File: config.mk
export PLATFORM = sky130hd
export DESIGN_NAME = hilo_muldiv_ctrl
export DESIGN_NICKNAME = d
export VERILOG_FILES = /design/src/rtl/hilo_muldiv_ctrl.sv
export SDC_FILE = /design/constraint.sdc
export NUM_CORES = 1
export LEC_CHECK = 0
export ABC_AREA = 0
export CORE_UTILIZATION = 40
export CTS_BUF_LIST = sky130_fd_sc_hd__clkbuf_16
export DETAILED_ROUTE_END_ITERATION = 6
export PLACE_DENSITY = 0.61
export SYNTH_ARGS = -nofsm -noshare
export SYNTH_HDL_FRONTEND = slang
export SYNTH_SLANG_ARGS = --single-unit
File: constraint.sdc
create_clock -name Clk -period 3.9 [get_ports Clk]
set_input_delay 0.39 -clock Clk [delete_from_list [all_inputs] [get_ports Clk]]
set_output_delay 0.39 -clock Clk [all_outputs]
set_load 0.02 [all_outputs]
File: src/rtl/hilo_muldiv_ctrl.sv
// Iterative multiply/divide sequencer that owns the HI/LO registers and stalls MFHI/MFLO and new issues while busy.
// Build option HILO_EARLY_OUT_EN: multiplies leave CALC once the remaining multiplier bits are all zero.
module hilo_muldiv_ctrl #(
  parameter int WIDTH = 32,
  parameter int CNT_W = 6
) (
  input  logic             Clk,
  input  logic             Reset,
  input  logic             Start,
  input  logic [2:0]       Op,
  input  logic [WIDTH-1:0] A,
  input  logic [WIDTH-1:0] B,
  input  logic             ReadHiLo,
  input  logic             Flush,
  output logic             Busy,
  output logic             Stall,
  output logic             Done,
  output logic [WIDTH-1:0] HI_out,
  output logic [WIDTH-1:0] LO_out
);
  typedef enum logic [1:0] {IDLE, CALC, FIX} state_t;

  state_t             state, state_nxt;
  logic [CNT_W-1:0]   cnt;
  logic [2*WIDTH-1:0] acc, mcand;
  logic [WIDTH-1:0]   opb;
  logic               is_div, is_signed, sign_a, sign_b;

  logic               op_signed;
  logic [WIDTH-1:0]   abs_a, abs_b;
  logic [WIDTH:0]     diff;
  logic [2*WIDTH-1:0] div_nxt, mul_nxt, prod;
  logic [WIDTH-1:0]   quo, rmd;
  logic               last_iter, early_exit;

  // MULT and DIV are the even opcodes; signed ops run on magnitudes
  assign op_signed = ~Op[0];
  assign abs_a     = (op_signed & A[WIDTH-1]) ? -A : A;
  assign abs_b     = (op_signed & B[WIDTH-1]) ? -B : B;

  // Restoring divide on {remainder, quotient}; multiply is shift-add with a left-moving multiplicand
  assign diff    = acc[2*WIDTH-1:WIDTH-1] - {1'b0, opb};
  assign div_nxt = diff[WIDTH] ? {acc[2*WIDTH-2:0], 1'b0}
                               : {diff[WIDTH-1:0], acc[WIDTH-2:0], 1'b1};
  assign mul_nxt = opb[0] ? acc + mcand : acc;

  assign last_iter = (cnt == CNT_W'(WIDTH-1));
`ifdef HILO_EARLY_OUT_EN
  assign early_exit = ~is_div & ((opb >> 1) == '0);
`else
  assign early_exit = 1'b0;
`endif

  // A zero divisor leaves all-ones in the quotient; the sign fix must not touch it
  assign prod = (is_signed & (sign_a ^ sign_b)) ? -acc : acc;
  assign quo  = (opb == '0) ? '1 :
                (is_signed & (sign_a ^ sign_b)) ? -acc[WIDTH-1:0] : acc[WIDTH-1:0];
  assign rmd  = (is_signed & sign_a) ? -acc[2*WIDTH-1:WIDTH] : acc[2*WIDTH-1:WIDTH];

  always_ff @(posedge Clk or negedge Reset) begin
    if (!Reset) state <= IDLE;
    else        state <= state_nxt;
  end

  always_comb begin
    state_nxt = state;
    case (state)
      IDLE:    if (Start & ~Op[2]) state_nxt = CALC;
      CALC:    if (Flush) state_nxt = IDLE;
               else if (last_iter | early_exit) state_nxt = FIX;
      FIX:     state_nxt = IDLE;
      default: state_nxt = IDLE;
    endcase
  end

  always_comb begin
    Busy  = (state != IDLE);
    Stall = Busy & (ReadHiLo | Start);
  end

  always_ff @(posedge Clk or negedge Reset) begin
    if (!Reset) begin
      cnt       <= '0;
      acc       <= '0;
      mcand     <= '0;
      opb       <= '0;
      is_div    <= 1'b0;
      is_signed <= 1'b0;
      sign_a    <= 1'b0;
      sign_b    <= 1'b0;
      HI_out    <= '0;
      LO_out    <= '0;
      Done      <= 1'b0;
    end else begin
      Done <= (state == FIX) & ~Flush;
      case (state)
        IDLE: if (Start) begin
          if (!Op[2]) begin
            is_div    <= Op[1];
            is_signed <= op_signed;
            sign_a    <= op_signed & A[WIDTH-1];
            sign_b    <= op_signed & B[WIDTH-1];
            opb       <= abs_b;
            cnt       <= '0;
            acc       <= Op[1] ? {{WIDTH{1'b0}}, abs_a} : '0;
            mcand     <= {{WIDTH{1'b0}}, abs_a};
          end else if (Op[1:0] == 2'b00) begin
            HI_out <= A;
          end else if (Op[1:0] == 2'b01) begin
            LO_out <= A;
          end
        end
        CALC: if (!Flush) begin
          cnt <= cnt + 1'b1;
          if (is_div) begin
            acc <= div_nxt;
          end else begin
            acc   <= mul_nxt;
            mcand <= mcand << 1;
            opb   <= opb >> 1;
          end
        end
        FIX: if (!Flush) begin
          if (is_div) begin
            HI_out <= rmd;
            LO_out <= quo;
          end else begin
            HI_out <= prod[2*WIDTH-1:WIDTH];
            LO_out <= prod[WIDTH-1:0];
          end
        end
        default: ;
      endcase
    end
  end
endmodule
# == Word level (Yosys, flattened, before mapping) ==
# Index checks and enable logic that the tools add are counted.
# classes
add_sub_neg,8
multipliers,0
div,0
magnitude_cmp,0
eq_ne,16
shift,0
n_mux,45
bitwise,12
reduce_logical,13
# ops
operator,n
$mux W64,11
$mux W32,21
$pmux W64 S2,2
$pmux W32 S2,3
$neg A32 Y32,4
$add A64 B64 Y64,1
$neg A64 Y64,1
$sub A33 B32 Y33,1
$logic_not A32 Y1,1
$ne A2 B2 Y1 const B,10
$mux W6,3
$reduce_and A5 Y1,3
$pmux W6 S2,1
$and A1 B1 Y1,7
$add A6 B1 Y6 const B,1
$eq A6 B5 Y1 const B,1
$mux W2,3
$ne A3 B3 Y1 const B,2
$reduce_and A6 Y1,1
$reduce_bool A2 Y1,3
$eq A2 B1 Y1 const B,2
$logic_not A2 Y1,2
$pmux W2 S2,1
$reduce_and A4 Y1,1
other kinds (6),8
# totals
reg_bits,237
latch_bits,0
ramBits,0
mem_bits_ro,0
in_bits,72
output_inout_bits,67
elab_cells,106
memories,0

# == Logic depth before layout (Yosys ltp) ==
# Gate-level depths: netlist of run 1.
# depth
depth_word,7
ltp_mapped,14

# == Least setup slack after synthesis of run 1 ==
# No wires, ideal clock.
# synth_timing
kind,register to register
startpoint,reg acc[31]
endpoint,reg acc[60]
setup_time_ns,0.138
t_arrival_ns,3.189
t_required_ns,3.762
path_slack_ns,0.573
stages_incl_launch_ff,14
synth_period_minus_slack_ns,3.327
cell_sequence,dfrtp_1 -> inv_1 -> ha_1 -> fa_1 -> nand2b_1 -> a21o_1 -> a21oi_1 -> o21ai_0 -> a21oi_1 -> a31oi_4 -> xnor2_1 -> mux2_2 -> a222oi_1 -> o21ai_0
# synth_via
elab_chain_len,5
elab_cells_between_ends,7
classes_between,add/sub (2); mux (5)
# synth_rtl
item,line,source
from (decl),25,"logic [2*WIDTH-1:0] acc, mcand;"
from (signal assigned),105,"acc <= Op[1] ? {{WIDTH{1'b0}}, abs_a} : '0;"
from (signal assigned),116,acc <= div_nxt;
from (signal assigned),118,acc <= mul_nxt;
$add A64 B64 Y64 or $sub A33 B32 Y33 (tied branches),"45, 42",
"$mux W64, on equally long branches","45, 43",
$mux W64 *,115,if (is_div) begin
$mux W64 *,113,CALC: if (!Flush) begin
$pmux W64 S2 *,96,case (state)
# Mark *: on every way between the ends. The rest lies on a longest branch, timed or not. The select of a mux whose other input is x is not followed.
# A chain may end at the register's enable or synchronous reset.

# == Final worst setup path of run 1 ==
# layout_timing
startpoint,reg mcand[6]
endpoint,reg acc[49]
# layout_via
elab_chain_len,5
# layout_rtl
item,line,source
from (decl),25,
from (signal assigned),106,"mcand <= {{WIDTH{1'b0}}, abs_a};"
from (signal assigned),119,mcand <= mcand << 1;
$add A64 B64 Y64,45,assign mul_nxt = opb[0] ? acc + mcand : acc;
$mux W64,45,
$mux W64,115,
$mux W64,113,
$pmux W64 S2,96,
# No other way between the ends. The select of a mux whose other input is x is not followed.

==> flow_metrics.tcl, run 1 <==
set metrics [dict create \
    drc_errors 0 \
    critPathMaxFanout 4 \
    portBuffers 138 \
    root_buffer "clkbuf_16" \
    p_seq_frac 0.237 \
    worst_pin_slew_ns 0.947 \
    nNetsFinal 2826 \
    pwr-share-clk 0.161 \
    cts_tree "done" \
    yosysWarnings 0 \
    grt_pass1_wl_microns 113000 \
    drv_cap 0 \
    syn_nets 2664 \
    critPathCaptureType "flop" \
    rsz0062_at_grt "no" \
    swShare 0.481 \
    synthFlopType "dfrtp_1" \
    ys_seq_area_frac 0.308 \
    hold_viol_final 0 \
    worstPathArrival_ns 4.21 \
    grt_util_all_layers 0.293 \
    drv_slew 0 \
    finalNonFillerCells 3290 \
    finalSetupViolCount 0 \
    die_h_microns 221 \
    setup_ws_ns 0.145 \
    syn-mean-instance-area_sq_um 7.73 \
    place_congestion 0.976 \
    dpl.hpwl_microns 55800 \
    cts_num_sinks 237 \
    finalSetupTns_ns 0 \
    required_ns 4.35 \
    totalWireLength_microns 72700 \
    hold_path_class "primary input to flop" \
    fin_total_pwr_mw 17.2 \
    grt_max_degree 166 \
    ant_nets 0 \
    slew_headroom 0.369 \
    via_per_inst 5.95 \
    die-area_sq_um 49000 \
    globalRouteOverflowTotal 0 \
    leakage_nw 10.0 \
    htreeDepth 1 \
    die_x_microns 221 \
    clk_pin_slew_worst_paths_ns 0.06 \
    finalCriticalPeriod_ns 3.75 \
    fp-row-count 80 \
    powerDensity_nw_per_um2 745 \
    comb_power_share 0.602 \
    grt_antenna_before_repair 0 \
    status "finished clean" \
    drt_iter0_drc 1573 \
    async_reset_ff_frac 1.00 \
    ys_seq_elements 237 \
    start_util 0.404 \
    ioPinCount 139 \
    area.growth.synth_to_final_pct 19.9 \
    intPower_mw 8.93 \
    cts_made_buffers 30 \
    finalCritPeriodShare 0.963 \
    drive_gt1_frac 0.0868 \
    dpl.cell_count 3234 \
    dp_slack_ns 0.0654 \
    syn-cell-area_sq_um 19300 \
    wl_per_cell_microns 22.1 \
    synth_cell_types 80 \
    finClkSkew_ns 0.0257 \
    synth_edf_count 0 \
    peakVddDrop_mv 0.541 \
    synth_cells 2490 \
    nFillCells 4751 \
    start_kind "flop" \
    p_sw_mw 8.27 \
    fmax_ghz 0.266 \
    firstDrtPassIters 5 \
    clk-insertion-delay-late_ns 0.59 \
    design.core.area_sq_um 47600 \
    vias 19600 \
    grt_pass1_vias 19200 \
    cts.path.max_buffers 3 \
    worstSetupPathType "flop to flop" \
]
## metal layers
metal | up-vias | GRT usage | share of wire
met3 | 152 | 0.0295 | 0.059
met2 | 718 | 0.494 | 0.47
met5 | - | 0 | 0
met1 | 9385 | 0.388 | 0.44
li1 | 9335 | - | -
met4 | 0 | 0.107 | 0.038
## sequential cells by signal, indices dropped and copies added, names as in the netlist
register	flops
acc	64
mcand	64
HI_out	32
LO_out	32
opb	32
cnt	6
state	2
Done	1
is_div	1
is_signed	1
sign_a	1
sign_b	1
## cells in the mapped netlist, types with 22 or more instances
master / instances / share of area
nand2_1: 355 / 0.069
o21ai_0: 291 / 0.076
a21oi_1: 246 / 0.064
dfrtp_1: 237 / 0.31
nor2_1: 201 / 0.039
clkbuf_1: 135 / 0.026
xnor2_1: 103 / 0.047
ha_1: 100 / 0.065
xor2_1: 98 / 0.045
inv_1: 70 / 0.014
a21o_1: 57 / 0.022
nor3_1: 49 / 0.013
o22ai_1: 40 / 0.013
nand3_1: 33 / 0.0086
nand4_1: 32 / 0.010
o31ai_1: 31 / 0.012
a31oi_1: 28 / 0.0091
mux2i_1: 25 / 0.013
o21a_1: 25 / 0.0097
a211oi_1: 24 / 0.0094
nand2b_1: 24 / 0.0078
nor4_1: 23 / 0.0075
or3_1: 22 / 0.0071
## what timing repair did
| action | CTS | global route |
|---|---|---|
| hold endpoints to repair | 95 | 0 |
| hold buffers | 1 | 0 |
| setup buffers | 0 | 0 |
| gates resized for setup | 0 | 9 |
| endpoints found under the setup margin | 0 | 10 |
## path summary, 6_finish.rpt
kind                       slack, ns       start  cells after the start    endpoint
max reg2reg                     0.15    mcand[6]                     12     acc[49]
min in group asynchronous       0.48       Reset                      2    mcand[9]
max in group asynchronous       2.54       Reset                      3     acc[23]
max                             0.15    mcand[6]                     12     acc[49]
min                             0.45       B[31]                      3     opb[31]
min reg2reg                     0.48  LO_out[28]                      2  LO_out[28]
## placed cells by master (no fill, tap or decap), types with 12 or more instances in the layout
cell and count:
nand2_1 355, o21ai_0 290, a21oi_1 245, dfrtp_1 236, nor2_1 200, clkdlybuf4s50_1 137
buf_4 129, xnor2_1 101, ha_1 100, xor2_1 97, inv_1 75, a21o_1 56
nor3_1 49, o22ai_1 39, nand3_1 33, nand4_1 32, clkbuf_16 31, o31ai_1 30
a31oi_1 28, mux2i_1 25, o21a_1 25, nand2b_1 24, a211oi_1 23, nor4_1 22
or3_1 22, o221ai_1 20, nor2b_1 14, a221o_1 14, and2_1 12, o211ai_1 12
## power groups by stage
stage | sequential, mW | clock [mW] | combinational, mW
after floorplan | 4.09 | 0 | 6.46
after global placement | 4.08 | 0 | 10.0
after detailed placement | 4.10 | 0 | 10.1
after CTS | 4.07 | 2.83 | 10.2
after global routing | 4.15 | 2.91 | 11.3
final | 4.08 | 2.77 | 10.4
## per-stage QoR
| stage | cell area, sq um | hold slack [ns] | utilization |
|---|---|---|---|
| floorplan | 19300 | 0.0944 | - |
| global placement | 22100 | 0.463 | 0.463 |
| detailed placement | 22100 | 0.469 | 0.463 |
| CTS | 23000 | 0.433 | 0.484 |
| global route | 23100 | 0.463 | 0.484 |
| finish | 23100 | 0.448 | 0.485 |
## layout make-up
class                      count  area, sq um  share of cell area
timing repair buffer         276         2520               0.109
multi-input combinational   2037        12600               0.547
antenna                        1         2.50            0.000108
sequential                   237         5930               0.257
clock inverter                23          183             0.00791
tap                          615          769              0.0333
clock buffer                  31          776              0.0336
inverter                      70          263              0.0114
## kinds of logic (layout without fill, tap and decap cells)
family,count (synthesis),after routing,synth area share
AOI/OAI and AO/OA,883,883,0.281
and+or+nand+nor,824,824,0.197
DFF,237,237,0.308
buffers and inverters,216,400,0.0422
xor gates and xnor gates,201,201,0.0914
adders and majority gates,102,102,0.0670
muxes,27,27,0.0142
other,0,1,0
## critical path, cell delays in order, from the launching register on
cell and delay [ns]:
dfrtp_1 0.40, ha_1 0.37, a211oi_1 0.13, and2_1 0.19
a221o_1 0.34, or4_4 0.49, a2111oi_2 0.43, buf_4 0.21
o21a_1 0.24, a21oi_1 0.15, o31ai_2 0.23, xor2_1 0.10
a221o_1 0.33
(Power assumes the default switching activity.)
==> run 2: changes to the inputs <==
- CAP_MARGIN: default -> 30
==> results of run 2 <==
Final layout, timing and power as in run 1 (identical DEF).
==> run 3: changes to the inputs <==
- CORE_MARGIN: default -> 1
==> results of run 3 <==
Final layout, timing and power as in run 1 (identical DEF).
